**config.mk**
```make
export PLATFORM = sky130hd
export DESIGN_NAME = fwd_hazard_ctrl
export DESIGN_NICKNAME = d
export VERILOG_FILES = /design/src/rtl/fwd_hazard_ctrl.sv
export SDC_FILE = /design/constraint.sdc
export NUM_CORES = 1
export LEC_CHECK = 0
export BUFFER_PORTS_ARGS = -buffer_cell sky130_fd_sc_hd__buf_2
export CORE_ASPECT_RATIO = 1.1
export CORE_UTILIZATION = 42
export CTS_BUF_LIST = sky130_fd_sc_hd__clkbuf_4 sky130_fd_sc_hd__clkbuf_8 sky130_fd_sc_hd__clkbuf_16
export DETAILED_ROUTE_END_ITERATION = 8
export GPL_ROUTABILITY_DRIVEN = 0
export PLACE_DENSITY = 0.84
export SLEW_MARGIN = 20
export SYNTH_ARGS = -nofsm -noshare
export SYNTH_HDL_FRONTEND = slang
export SYNTH_SLANG_ARGS = --single-unit
```
**constraint.sdc**
```tcl
create_clock -name CLK -period 2.2 [get_ports CLK]
set_input_delay 0 -clock CLK [delete_from_list [all_inputs] [get_ports CLK]]
set_output_delay 0 -clock CLK [all_outputs]
set_load 0.02 [all_outputs]
```
**src/rtl/fwd_hazard_ctrl.sv**
```systemverilog
// Forwarding and hazard controller for the 5-stage pipeline.
// - Per-source EX forwarding selects: 00 regfile, 01 MEM ALU, 10 WB, 11 mc result.
// - Load-use detection against the EX-stage load.
// - Scoreboard for one in-flight multi-cycle (mul/div) op of fixed latency MC_LAT.
//   It stalls RAW-dependent and structurally conflicting ID instructions.
// Optional build macro: MC_FWD_EN.
// - Defined: the mc result forwards with code 11 on the mc_done cycle, and the
//   RAW stall releases one cycle earlier.
// - Undefined: code 11 is never produced, and a dependant waits until after mc_done
//   and then reads the regfile.

module fwd_hazard_ctrl #(
    parameter int unsigned REG_AW  = 5,
    parameter int unsigned NUM_SRC = 2,
    parameter int unsigned MC_LAT  = 4
) (
    input  logic                      CLK,
    input  logic                      RST,
    input  logic                      pipe_en,
    input  logic                      flush,
    input  logic [NUM_SRC*REG_AW-1:0] id_src,
    input  logic [NUM_SRC-1:0]        id_src_use,
    input  logic                      id_is_mc,
    input  logic [NUM_SRC*REG_AW-1:0] ex_src,
    input  logic [NUM_SRC-1:0]        ex_src_use,
    input  logic [REG_AW-1:0]         ex_wsel,
    input  logic                      ex_regWr,
    input  logic                      ex_dmemren,
    input  logic [REG_AW-1:0]         mem_wsel,
    input  logic                      mem_regWr,
    input  logic                      mem_dmemren,
    input  logic [REG_AW-1:0]         wb_wsel,
    input  logic                      wb_regWr,
    input  logic                      mc_issue,
    input  logic [REG_AW-1:0]         mc_wsel_i,
    output logic [2*NUM_SRC-1:0]      fward,
    output logic                      stall_id,
    output logic                      bubble_ex,
    output logic                      mc_busy,
    output logic                      mc_done,
    output logic [REG_AW-1:0]         mc_wsel
);

    localparam int unsigned CntW = $clog2(MC_LAT);

    typedef enum logic [0:0] {StIdle, StMcBusy} state_e;

    state_e              state_q, state_d;
    logic [CntW-1:0]     cnt_q, cnt_d;
    logic [REG_AW-1:0]   mc_wsel_q, mc_wsel_d;

    logic                issue_ok;
    logic                load_use;
    logic                mc_raw_hit;
    logic                mc_raw_win;
    logic                mc_struct;

    // An issue is only accepted while the pipeline advances and is not being squashed.
    assign issue_ok = mc_issue & pipe_en & ~flush;

    assign mc_busy  = (state_q == StMcBusy);
    assign mc_done  = mc_busy & (cnt_q == '0);
    assign mc_wsel  = mc_wsel_q;

    // Per-source EX forwarding select; register 0 never forwards.
    always_comb begin
        fward = '0;
        for (int unsigned i = 0; i < NUM_SRC; i++) begin
            if (ex_src_use[i] && (ex_src[i*REG_AW +: REG_AW] != '0)) begin
                if (mem_regWr && !mem_dmemren && (mem_wsel == ex_src[i*REG_AW +: REG_AW])) begin
                    fward[2*i +: 2] = 2'b01;
                end else if (wb_regWr && (wb_wsel == ex_src[i*REG_AW +: REG_AW])) begin
                    fward[2*i +: 2] = 2'b10;
                end
`ifdef MC_FWD_EN
                // mc result has top priority; assigned last so it overrides MEM/WB.
                if (mc_done && (mc_wsel_q == ex_src[i*REG_AW +: REG_AW])) begin
                    fward[2*i +: 2] = 2'b11;
                end
`endif
            end
        end
    end

    // ID-source comparisons against the EX load and the in-flight mc destination.
    always_comb begin
        load_use   = 1'b0;
        mc_raw_hit = 1'b0;
        for (int unsigned i = 0; i < NUM_SRC; i++) begin
            if (id_src_use[i] && (id_src[i*REG_AW +: REG_AW] != '0)) begin
                if (ex_regWr && ex_dmemren && (ex_wsel == id_src[i*REG_AW +: REG_AW])) begin
                    load_use = 1'b1;
                end
                if (mc_wsel_q == id_src[i*REG_AW +: REG_AW]) begin
                    mc_raw_hit = 1'b1;
                end
            end
        end
    end

`ifdef MC_FWD_EN
    // Release one cycle early so the dependant reaches EX on the mc_done cycle.
    assign mc_raw_win = (cnt_q > CntW'(1));
`else
    assign mc_raw_win = (cnt_q != '0);
`endif

    assign mc_struct = id_is_mc & mc_busy & (cnt_q != '0);

    // Stalls do not depend on pipe_en so a frozen pipe keeps its hazard view.
    always_comb begin
        stall_id  = load_use | (mc_busy & mc_raw_hit & mc_raw_win) | mc_struct;
        bubble_ex = stall_id;
    end

    // Scoreboard next state: count down while busy, reload on a back-to-back issue at done.
    always_comb begin
        state_d   = state_q;
        cnt_d     = cnt_q;
        mc_wsel_d = mc_wsel_q;
        unique case (state_q)
            StIdle: begin
                if (issue_ok) begin
                    state_d   = StMcBusy;
                    cnt_d     = CntW'(MC_LAT - 1);
                    mc_wsel_d = mc_wsel_i;
                end
            end
            StMcBusy: begin
                if (cnt_q != '0) begin
                    // An issue here is blocked upstream by the structural stall.
                    cnt_d = cnt_q - CntW'(1);
                end else if (issue_ok) begin
                    cnt_d     = CntW'(MC_LAT - 1);
                    mc_wsel_d = mc_wsel_i;
                end else begin
                    state_d = StIdle;
                end
            end
            default: state_d = StIdle;
        endcase
    end

    // Scoreboard state; reset discards any in-flight op.
    always_ff @(posedge CLK or posedge RST) begin
        if (RST) begin
            state_q   <= StIdle;
            cnt_q     <= '0;
            mc_wsel_q <= '0;
        end else begin
            state_q   <= state_d;
            cnt_q     <= cnt_d;
            mc_wsel_q <= mc_wsel_d;
        end
    end

endmodule
```
==> results of run 1 <==
==> cells by family after synthesis <==
family                    after synthesis  synth area share (%)
DFF                                     8                  22.7
AOI/OAI and AO/OA                      12                  8.24
xor gates and xnor gates               41                  40.8
muxes                                   5                  6.39
and+or+nand+nor                        33                  20.6
buffers and inverters                   2                  1.28
==> worst min-delay path: cells and delay by family <==
family	cells	cell delay (ns)
and+or+nand+nor	1	0.08
buffers and inverters	1	0.10
AOI/OAI and AO/OA	1	0.09
==> worst min path at each step <==
| stage | endpoint | slack (ns) | depth (start not counted) |
|---|---|---|---|
| 5_1_grt | mc_busy | 0.11 | 3 |
| 3_5_place_dp | mc_wsel[0] | -0.04 | 2 |
| 2_1_floorplan | cnt_q[0] | -0.18 | 1 |
| 3_3_place_gp | mc_wsel[2] | -0.05 | 2 |
| 4_1_cts | mc_busy | 0.06 | 3 |
| 6_report | mc_busy | 0.09 | 3 |
==> cell usage after synthesis (all sizes together), types with 2 or more instances <==
master,n,area (um^2)
a21oi,3,15.0
dfrtp,8,200
mux2,5,56.3
nand2,7,26.3
nand3,3,15.0
nand4,5,31.3
nor2,3,11.3
nor3,5,25.0
nor4,4,25.0
o21a,2,15.0
o21ai,5,28.8
or4,4,33.8
xnor2,32,280
xor2,9,78.8
==> routing by layer <==
metal | GRT usage [%] | part of all wire [%]
met1 | 22.4 | 33
met2 | 52.1 | 58
met3 | 5.13 | 9.1
met4 | 8.08 | 0.30
met5 | 0 | 0
==> registers in the layout, indices dropped and copies added (netlist names) <==
name	count
mc_busy	1
mc_wsel	5
cnt_q	2
==> stage by stage <==
step | setup slack (ns) | hold slack (ns) | power [mW] | cells | area, um^2
floorplan | 0.523 | -0.184 | 0.651 | 101 | 881
global placement | 0.767 | -0.0533 | 0.821 | 195 | 1240
detailed placement | 0.742 | -0.0433 | 0.837 | 195 | 1240
CTS | 0.463 | 0.0611 | 0.963 | 205 | 1340
global route | 0.366 | 0.111 | 1.03 | 205 | 1340
finish | 0.502 | 0.0857 | 0.963 | 205 | 1340
==> final cells by class <==
| cell class | count | area share, % |
|---|---|---|
| sequential | 8 | 15.0 |
| tap | 28 | 2.62 |
| timing repair buffer | 74 | 30.3 |
| multi-input combinational | 91 | 50.1 |
| inverter | 1 | 0.281 |
| clock buffer | 3 | 1.69 |
==> power breakdown <==
part	leakage, nW	switching [mW]	internal [mW]
sequential	0.0951	0.104	0.222
combinational	0.490	0.272	0.257
clock	0.0138	0.0449	0.0621
==> results by stage, run 1 <==
Floorplanning:
- The number of top-level pins is 68.
- The total number of placement rows is 17.
- The die covers 2280 um^2.
- The horizontal die dimension is 45.7 um.
- For this configuration, the core starts out at a cell density of 44.1%.
- The floorplan step defined a core boundary enclosing 2000 um^2.
- The floorplan step set the die height to 50.0 um.

Finish:
- The repair_antennas step left the layout with diodes totalling 0.
- Summing all multi-input logic gate instances after layout gives 669 um^2.
- Leaving out fill and tap cells, the most frequent cell in the layout is sky130_fd_sc_hd__buf_2.
- In the layout the commonest cells are sky130_fd_sc_hd__buf_2, sky130_fd_sc_hd__xnor2_1, sky130_fd_sc_hd__xor2_1, sky130_fd_sc_hd__dfrtp_1.
- The fill cell total of the finished layout is 179.
- The post-route netlist has 43.5% of its cells at a drive strength greater than 1.
- From synthesis to final layout, the design area changed by 51.7%.
- For this run, the share of the core covered by cells in the final layout is 66.8%.
- The area occupied by registers is 200 um^2.
- The number of nets in the layout is 234.

Critical path:
- The worst setup path endpoint is stall_id.
- The startpoint-to-endpoint class of the critical path is reg2out.
- Of all nets on the critical path, the largest fanout is 4.
- The master of the slowest instance on the critical path is sky130_fd_sc_hd__dfrtp_1.
- Tracing the worst setup path back leads to its startpoint at mc_wsel[3].
- For flop-to-flop paths, the worst setup slack is 0.76 ns.
- The reg-to-reg startpoint is cnt_q[0].
- Data arrives at the worst endpoint at 1.70 ns.
- The number of cells traversed by the worst register-to-register path is 3.
- The critical path goes through xnor2_1, nand3_1, nor4_1, nor3_1, o22ai_1, buf_2.
- Together, buffers and inverters on the worst path number 1.
- The endpoint class of the critical path is an output pin.
- The worst setup path is launched from a flip-flop.
- Grouping stages by cell kind, the critical path spends the most delay in simple AND/OR/NAND/NOR gates.
- The largest single stage delay on the critical path is 0.42 ns.
- The worst register-to-register path ends at mc_wsel[0].
- The total stage count of the critical path is 6.
- STA puts the critical path data required time at 2.20 ns.

Global routing:
- The number of global-route vias before repair came to 1068.
- The maximum number of pins on one net before global-route repair is 9.
- The first-pass GRT wire length is 4.20 mm.
- The aggregate global routing overflow is 0.
- The aggregate global-route resource usage is 25.4%.
- The number of antenna violations at the first check in global routing is 0.

Job:
- Max-cap violations in this run came to 0.

Logic synthesis:
- The async set-reset flop share out of synthesis is 100%.
- The predominant post-synthesis flop cell is sky130_fd_sc_hd__dfrtp_1.
- The number of nets handed over by synthesis was 156.
- The post-synthesis cell count is 101.
- The mapped cell area is 881 um^2.
- After synthesis, the mean cell area works out to 8.72 um^2.
- The count of distinct cell types in the synthesized netlist is 22.
- Counting flops with a built-in enable in the synthesized netlist gives 0.
- Summing the sequential cell areas from Yosys gives 22.7% of the chip area.
- The Yosys step of the flow raised 0 warnings.
- The flop and latch count out of synthesis is 8.

Run status:
- The run finished with clean final reports.

STA:
- The transition time at the pin with the least slew margin is 0.355 ns.
- The worst setup skew after layout is 0.00303 ns.
- The final setup violation count is 0.
- The tightest slew margin relative to the limit is 76.1%.
- For the final routed database, the setup TNS stands at 0 ns.
- The final max-slew violation count was 0.
- Setup repair after global routing left no endpoint under its margin.
- The routed design could run at a clock period as short as 1.70 ns.
- The count of endpoints failing hold in the final timing report is 0.
- The share of the clock period used by the worst path after layout is 77.2%.
- Timing would allow up to 589 MHz.

CTS:
- The clock latency on the worst-skew pair is 0.25 ns.
- The clock sink count is 8.
- The CTS tree is yes.
- In this run, post-CTS repair resized a total of 0 instances.
- The post-CTS repair timing setup buffer count is 0.
- The maximum clock path buffer count is 2.
- The cell at the root of the clock tree is sky130_fd_sc_hd__clkbuf_4.
- In this run the number of H-tree levels came out at 1.
- The number of buffers inserted by hold repair at cts is 7.
- Clock-pin slew was measured on the worst setup and hold paths at 0.05 ns.
- Counting the buffers created by CTS gives 3.

Power and ir drop:
- For this design the static power due to leakage is 0.599 nW.
- The power density relative to cell area is 720 nW/um^2.
- IR analysis of the VDD net gives a maximum drop of 0.541 mV.

Worst hold path:
- In this run the most critical hold path is launched from pipe_en.
- The min-delay analysis places its worst path in the category in2reg.

Routing:
- The first-pass detailed-route iteration total is 4.
- After detailed routing, the number of vias per cell comes to 5.06.
- The wire length after detailed routing is 2.71 mm.
- The initial DRC count is 7.
- Dividing the detail-routed wire length by the instance count gives 13.2 um.
- The number of antenna-violating nets in the routed design is 0.
- For this run, design rule violations remaining after detail routing come to 0.
- The routed layout has 1037 vias.

Placement:
- The HPWL after detailed placement is 2.15 mm.
- The number of buffers added on ports is 67.
Note: power is estimated with default switching activity, not from simulation.
==> run 2: changes to the inputs <==
--- a/config.mk
+++ b/config.mk
@@ -5,13 +5,14 @@
 export SDC_FILE = /design/constraint.sdc
 export NUM_CORES = 1
 export LEC_CHECK = 0
+export ABC_AREA = 1
 export BUFFER_PORTS_ARGS = -buffer_cell sky130_fd_sc_hd__buf_2
 export CORE_ASPECT_RATIO = 1.1
-export CORE_UTILIZATION = 42
+export CORE_UTILIZATION = 38
 export CTS_BUF_LIST = sky130_fd_sc_hd__clkbuf_4 sky130_fd_sc_hd__clkbuf_8 sky130_fd_sc_hd__clkbuf_16
 export DETAILED_ROUTE_END_ITERATION = 8
 export GPL_ROUTABILITY_DRIVEN = 0
-export PLACE_DENSITY = 0.84
+export PLACE_DENSITY = 0.76
 export SLEW_MARGIN = 20
 export SYNTH_ARGS = -nofsm -noshare
 export SYNTH_HDL_FRONTEND = slang
==> constraint.sdc (replaced) <==
create_clock -name CLK -period 1.55 [get_ports CLK]
set_input_delay 0 -clock CLK [delete_from_list [all_inputs] [get_ports CLK]]
set_output_delay 0 -clock CLK [all_outputs]
set_load 0.02 [all_outputs]
==> run 2 against run 1 <==
Compared with the run above:
- flip-flop and latch count is the same
- clock power up 50%
- cell count is 40% higher
- sequential share of layout area decreased by 1.6 points
- non-clock buffer count fell by 3
- first-iteration DRC count rose to 4.4 times the previous value
- count of clock-buffer cells in the layout is the same
- largest power group unchanged
- sequential power increased by 27%
- clock skew grew 0.00090 ns
==> results by stage, run 2 <==
CTS:
- Buffers inserted during clock tree synthesis total 3.
- The cell at the root of the clock tree is sky130_fd_sc_hd__clkbuf_4.
- The number of H-tree levels is 1.
- The maximum clock path buffer count is 2.
- The clock slew at the register clock pins of the worst setup and hold paths is 0.05 ns.
- TritonCTS built the clock tree.
- The clock latency on the worst-skew pair is 0.26 ns.
- The clock sink count is 8.

Routing:
- The remaining design rule violation count is 0.
- The first-pass detailed-route iteration total is 4.
- After the first detailed-routing iteration, the DRC count stood at 31.
- The via count of the routed design is 1339.
- The detail route stage leaves a number of antenna-violating nets equal to 0.
- The wire length after detailed routing is 2.95 mm.
- The average via count per standard cell is 4.68.
- In the final routed layout, each cell accounts on average for 10.3 um.

Finish:
- Of the cells placed in the final design, the portion with a size suffix greater than 1 is 31.0%.
- The register with the most flip-flops in the layout has 5 of them.
- Leaving out fill and tap cells, the most frequent cells in the layout are sky130_fd_sc_hd__buf_2, sky130_fd_sc_hd__nand2_1, sky130_fd_sc_hd__inv_1, sky130_fd_sc_hd__nor2_1, sky130_fd_sc_hd__xor2_1.
- The fill cell total of the finished layout is 277.
- 0 antenna diodes ended up in the layout.
- The most common cell after layout, fill and taps aside is sky130_fd_sc_hd__buf_2.
- After the flow finishes, the layout carries non-filler instances totaling 286.
- From synthesis to final layout, the design area changed by 41.5%.
- After the last flow step, the layout net total stands at 312.

Logic synthesis:
- The sequential cell area fraction in the yosys report is 19.0%.
- In the synthesized netlist the async set-or-reset flop fraction comes to 100%.
- The count of flip-flops with a built-in enable after synthesis is 0.
- A synthesized cell averages 5.80 um^2.
- After technology mapping, the gate count stands at 182.
- The count of distinct cell types in the synthesized netlist is 22.
- The predominant post-synthesis flop cell is sky130_fd_sc_hd__dfrtp_1.
- Among all cell types in the netlist, the one instantiated most often is sky130_fd_sc_hd__nand2_1.
- The cell area that synthesis handed to floorplanning was 1060 um^2.
- The number of nets handed over by synthesis was 237.
- The commonest cells after synthesis are sky130_fd_sc_hd__nand2_1, sky130_fd_sc_hd__inv_1, sky130_fd_sc_hd__nor2_1.
- Ranked by total cell area, the synthesized netlist is headed by sky130_fd_sc_hd__dfrtp_1, sky130_fd_sc_hd__nand2_1, sky130_fd_sc_hd__inv_1.
- During synthesis, Yosys emitted a total of 0 warnings.
- The synthesized design contains 8 register bits.
- The share of the synthesized area in the top cell type is 19.0%.
- The biggest area consumer among synthesized cells is sky130_fd_sc_hd__dfrtp_1.

Global routing:
- The number of global-route vias before repair is 1162.
- The aggregate global-route resource usage is 20.9%.
- The maximum number of pins on one net before global-route repair is 11.
- The first global-routing pass estimated 4.72 mm of wire.
- The number of antenna violations at the first check in global routing is 0.
- For this run the aggregate overflow at the end of global routing stands at 0.

Critical path:
- The endpoint class of the critical path is an output pin.
- In this design, the critical path's most frequently occurring cell is sky130_fd_sc_hd__nand3_1.
- Of all nets on the critical path, the largest fanout is 3.
- Traced cell by cell, the critical path runs through inv_1, o21ai_0, nor2_1, nand3_1, nand3_1, nand2_1, nand2_2, buf_4.
- The buffer and inverter count on the worst path is 2.
- The category of cells accounting for the largest share of critical-path delay is flip-flops.
- STA puts the critical path data required time at 1.55 ns.
- For this run, the slowest stage of the critical path takes 0.38 ns.
- The slowest stage of the critical path belongs to the cell sky130_fd_sc_hd__dfrtp_1.
- The worst setup path is launched from a flip-flop.
- The startpoint-to-endpoint class of the critical path is reg2out.
- The arrival time of the worst setup path is 1.40 ns.

STA:
- The share of the clock period used by the worst path after layout is 90.4%.
- The final period demand of the worst path is 1.40 ns.
- The transition time at the pin with the least slew margin is 0.322 ns.
- For the final routed database, the setup TNS stands at 0 ns.
- The final max-slew violation count is 0.
- The tightest slew margin relative to the limit is 78.5%.
- The worst setup skew after layout is 0.00393 ns.
- Setup violations remaining at the end of the flow were counted as 0.
- Setup repair after global routing left no endpoint under its margin.
- The highest clock rate is 714 MHz.
- The count of endpoints failing hold in the final timing report is 0.

Power and ir drop:
- Of the total power, the clock network draws 12.0%.
- Of the total power, combinational logic draws 57.2%.
- The internal power summed over all cells is 717 uW.
- In this run the power spent charging and discharging nets is 630 uW.
- The register share of total power is 30.8%.
- The maximum vdd ir drop is 0.708 mV.
- In this run the power density over the cells is 902 nW/um^2.
- In this run switching power makes up 46.8% of total power.
- The completed layout was analyzed and its total power is 1.35 mW.
- The total leakage power is 0.904 nW.

Job:
- The number of max-cap violations is 0.

Run status:
- The flow ran to the end, and the final reports show no timing, DRC or antenna violations.

Floorplanning:
- The number of top-level pins is 68.
- The die footprint is 2990 um^2.
- The die is 52.3 um wide.
- After floorplanning, the core was sized to cover 2570 um^2.
- The vertical die dimension is 57.3 um.
- The effective utilization at floorplan is 41.1%.
- The total number of placement rows is 19.

Placement:
- Input and output buffers added on the ports amount to 67.
- Including well taps, the total number of placed cells is 279.
- Detailed placement finished with a half-perimeter wire length of 2.54 mm.

Worst hold path:
- In this run the worst hold path is classified as in2reg.
[run 2: power groups by stage]
stage | Clock (mW) | Sequential, mW | Combinational (mW)
after CTS | 0.167 | 0.411 | 0.744
after global routing | 0.180 | 0.430 | 0.863
after floorplan | 0 | 0.479 | 0.399
final | 0.161 | 0.415 | 0.771
after detailed placement | 0 | 0.413 | 0.732
after global placement | 0 | 0.405 | 0.723
[run 2: what timing repair did]
| action | CTS | global route |
|---|---|---|
| endpoints found under the hold margin | 10 | 0 |
| resized for setup | 0 | 6 |
| setup buffers | 0 | 1 |
| hold buffers | 3 | 0 |
| setup endpoints to repair | 0 | 2 |
[run 2: worst paths after layout]
kind	start	endpoint	slack, ns	cells past startpoint
max	mc_wsel[1]	stall_id	0.15	8
min	mc_wsel_i[3]	mc_wsel[3]	0.01	3
max reg2reg	cnt_q[1]	mc_wsel[2]	0.37	5
min reg2reg	cnt_q[0]	cnt_q[0]	0.53	1
max in group asynchronous	RST	cnt_q[1]	1.07	3
min in group asynchronous	RST	mc_wsel[3]	0.24	3
[run 2: cells by family (layout without fill, tap and decap cells)]
group,after synthesis,after routing,synth area share (%)
compound gates,20,20,10.2
xor+xnor,20,20,16.6
buf+inv,36,109,13.2
flops,8,8,19.0
mux,1,1,1.42
simple gates,97,97,39.7
[run 2: cell type report]
cell class | instances | area (um^2) | area share [%]
tap | 31 | 38.8 | 2.60
clock buffer | 3 | 22.5 | 1.51
sequential | 8 | 200 | 13.4
inverter | 35 | 131 | 8.79
timing repair buffer | 71 | 382 | 25.5
multi-input combinational | 138 | 719 | 48.2
[run 2: worst reg2reg max path, stage by stage, from the launching register on]
cell	delay [ns]
sky130_fd_sc_hd__dfrtp_1	0.42
sky130_fd_sc_hd__nor2_1	0.10
sky130_fd_sc_hd__inv_1	0.06
sky130_fd_sc_hd__nand2_2	0.09
sky130_fd_sc_hd__nand2_4	0.10
sky130_fd_sc_hd__mux2_4	0.30
[run 2: per-layer routing]
layer  vias to the layer above  global-route usage [%]  wire [um]
li1                        711                       -          -
met1                       581                    26.9       1310
met2                        43                    35.7       1460
met3                         4                    2.40        144
met4                         0                    7.52         31
met5                         -                       0          0
[run 2: stage by stage]
step | area, um^2 | worst slack, ns | util, % | hold slack, ns
final | 1490 | 0.149 | 58.2 | 0.0111
after global placement | 1420 | 0.343 | 55.4 | -0.0377
after global routing | 1490 | 0.00298 | 58.2 | 0.0417
after detailed placement | 1420 | 0.339 | 55.4 | -0.0331
after CTS | 1480 | 0.0557 | 57.5 | 0.0120
after floorplan | 1060 | 0.250 | - | -0.184
==> run 3: changes to the inputs <==
--- a/config.mk
+++ b/config.mk
@@ -6,13 +6,13 @@
 export NUM_CORES = 1
 export LEC_CHECK = 0
 export ABC_AREA = 1
-export BUFFER_PORTS_ARGS = -buffer_cell sky130_fd_sc_hd__buf_2
 export CORE_ASPECT_RATIO = 1.1
-export CORE_UTILIZATION = 38
+export CORE_UTILIZATION = 42
 export CTS_BUF_LIST = sky130_fd_sc_hd__clkbuf_4 sky130_fd_sc_hd__clkbuf_8 sky130_fd_sc_hd__clkbuf_16
 export DETAILED_ROUTE_END_ITERATION = 8
+export DONT_BUFFER_PORTS = 1
 export GPL_ROUTABILITY_DRIVEN = 0
-export PLACE_DENSITY = 0.76
+export PLACE_DENSITY = 0.59
 export SLEW_MARGIN = 20
 export SYNTH_ARGS = -nofsm -noshare
 export SYNTH_HDL_FRONTEND = slang
==> run 3 against run 2 <==
Compared with the run above:
- largest cell class unchanged
- hold slack improved by 0.015 ns
- sequential share of layout area rose by 3.6 points
- register-to-register slack got worse by 0.04 ns
- design area fell by 19%
- critical path type unchanged
- die area fell by 9.2%
- first-iteration DRC count did not move
- maximum frequency fell by 2.1%
- largest power group unchanged
- combinational power fell by 33%
- power fell by 13%
- wire length fell by 14%
- worst setup slack got worse by 0.031 ns
- highest routed layer is now met3
==> results by stage, run 3 (synthesized netlist as in run 2, its figures left out) <==
Run status:
- The flow ran to the end, and the final reports show no timing, DRC or antenna violations.

Power and ir drop:
- The internal power summed over all cells is 631 uW.
- The clock share of power is 12.8%.
- The maximum vdd ir drop is 0.941 mV.
- The register share of total power is 43.0%.
- For this design the total switching power over the nets is 543 uW.
- The power density relative to cell area is 974 nW/um^2.
- Net switching is 46.3% of the power.
- The part of the total power dissipated in combinational logic is 44.2%.
- The total leakage power is 0.649 nW.

Routing:
- The via count of the routed design is 1115.
- The remaining design rule violation count is 0.
- After detailed routing, the number of vias per cell comes to 5.00.
- The initial DRC count is 31.
- The number of antenna-violating nets in the routed design is 0.
- The first-pass detailed-route iteration total is 4.
- Dividing the detail-routed wire length by the instance count gives 11.4 um.
- Summed over all layers, the routed wires come to 2.54 mm.

Global routing:
- The number of antenna violations at the first check in global routing is 0.
- The number of global-route vias before repair is 1022.
- The first-pass GRT wire length is 4.11 mm.
- Global routing finished with a remaining overflow of 0.
- The aggregate global-route resource usage is 19.6%.
- The maximum number of pins on one net before global-route repair is 11.

Finish:
- Summing all multi-input logic gate instances after layout gives 724 um^2.
- Fill cells in the final layout number 251.
- The area occupied by registers is 205 um^2.
- The register with the most flip-flops in the layout has 5 of them.
- The share of final-layout standard cells stronger than drive strength 1 is 8.81%.
- At the end of the flow the core is filled with cells to 52.0%.
- The finished cells cover 1210 um^2.
- Relative to the synthesized area, the layout overhead comes to 14.2%.
- In the layout the commonest cells are sky130_fd_sc_hd__nand2_1, sky130_fd_sc_hd__inv_1, sky130_fd_sc_hd__nor2_1, sky130_fd_sc_hd__xor2_1, sky130_fd_sc_hd__nand3_1.
- The antenna diode instance count is 0.
- The number of nets in the layout is 250.
- Leaving out fill and tap cells, the most frequent cell in the layout is sky130_fd_sc_hd__nand2_1.

STA:
- Across all hold checks on the routed design, the worst slack comes to 0.0257 ns.
- The final setup violation count is 0.
- Derived from the worst setup path, the maximum achievable clock frequency is 698 MHz.
- For the pin with the worst max-slew slack, the measured transition is 0.380 ns.
- Setup total negative slack on the finished layout was measured at 0 ns.
- On the final layout, the worst clock skew is 0.00133 ns.
- The final max-slew violation count is 0.
- The tightest slew margin relative to the limit is 74.6%.
- The count of endpoints failing hold in the final timing report is 0.
- The share of the clock period used by the worst path after layout is 92.4%.
- The final period demand of the worst path is 1.43 ns.

CTS:
- In this run the clock root is driven by a sky130_fd_sc_hd__clkbuf_4.
- The number of buffers added by the clock tree synthesis step is 3.
- For the worst-skew pair, the clock arrives at the later sink with an insertion delay of 0.24 ns.
- The clock slew at the register clock pins of the worst setup and hold paths is 0.05 ns.
- The clock passes through at most 2 buffers.
- The CTS tree is yes.
- The clock sink count is 8.
- The number of H-tree levels is 1.

Critical path:
- In this run the register-to-register setup slack is 0.33 ns.
- The master of the slowest instance on the critical path is sky130_fd_sc_hd__dfrtp_2.
- The worst register-to-register path has a depth of 3.
- Counting buffers and inverters, the worst setup path is 9 cells deep.
- The reg-to-reg startpoint is mc_busy.
- The category of cells accounting for the largest share of critical-path delay is simple AND/OR/NAND/NOR gates.
- The start point of the critical path is mc_wsel[3].
- The critical path is of the reg2out type.
- The arrival time of the worst setup path is 1.43 ns.
- The largest stage delay on the critical path is 0.47 ns.
- STA classifies the critical path endpoint as an output pin.
- The most critical setup path has its endpoint at stall_id.
- The largest fanout on the critical path is 4.
- Together, buffers and inverters on the worst path number 1.
- The worst setup path is launched from a flip-flop.
- The critical register-to-register path endpoint is mc_wsel[2].
- Among the stages of the critical path, the cell type that occurs most often is sky130_fd_sc_hd__nand2_1.
- Walking the worst path, the cells encountered are inv_2, nand2_1, nand2_1, nand2_1, nor2_1, nand3_1, nand3_1, nand2_1, nand2_4.
- For the worst setup path, the data required time is 1.55 ns.

Floorplanning:
- Pin placement for this block handled 68 I/O pins.
- After floorplanning, the core was sized to cover 2320 um^2.
- The effective utilization at floorplan is 45.5%.
- Row generation in the floorplan step produced 18 rows.
- The die footprint is 2720 um^2.
- The vertical die dimension is 54.6 um.
- The horizontal die dimension is 49.8 um.

Placement:
- During placement, the flow inserted port buffers numbering 0.
- After legalization and detailed placement, the total HPWL measured 2.20 mm.
- After detailed placement, the total cell area comes to 1090 um^2.

Job:
- The number of max-cap violations is 0.

Worst hold path:
- The launch point of the worst hold path is pipe_en.
- The worst hold-check path type is in2reg.
==> run 3: changes by cell type in the layout (fill, tap and decap cells not counted), sizes merged <==
cell and delta:
buf -66, dlygate4sd3 +4
==> run 3: cell type report <==
type	count	area share, %
timing repair buffer	9	7.05
multi-input combinational	138	60.1
sequential	8	17.0
inverter	35	10.9
clock buffer	3	1.87
tap	30	3.11
==> run 3: layer usage <==
layer  GRT usage [%]  share of wire, %
met1            26.9                45
met2            31.3                48
met3            3.06               7.1
met4            7.14                 0
met5               0                 0
==> run 3: timing repair <==
item,CTS,global route
endpoints found under the hold margin,15,0
pin swaps,0,1
resized for setup,1,7
setup endpoints to repair,2,2
hold buffers,7,0
buffers inserted,0,1
==> run 3: power by group through the flow <==
stage	Sequential, mW	Clock (mW)	Combinational (mW)
5_1_grt	0.525	0.169	0.598
2_1_floorplan	0.479	0	0.399
6_report	0.505	0.150	0.519
4_1_cts	0.490	0.158	0.500
3_3_place_gp	0.489	0	0.469
3_5_place_dp	0.494	0	0.480
==> run 3: worst reg2reg max path, delay by kind of cell (launching register included) <==
| kind | cells | cell delay [ns] |
|---|---|---|
| flip-flops | 1 | 0.52 |
| AND/OR/NAND/NOR | 2 | 0.27 |
| multiplexers | 1 | 0.31 |
==> run 3: worst min-delay path by stage <==
stage	to	cells past startpoint
finish	mc_busy	4
global route	mc_busy	4
CTS	mc_busy	4
detailed placement	mc_wsel[1]	1
global placement	mc_wsel[2]	1
floorplan	cnt_q[0]	1
==> run 3: stage by stage <==
step                setup WS (ns)  power, mW  std cells
global route             -0.00762       1.29        223
floorplan                   0.250      0.878        182
finish                      0.118       1.17        223
detailed placement          0.190      0.973        212
global placement            0.226      0.958        212
CTS                       0.00341       1.15        222
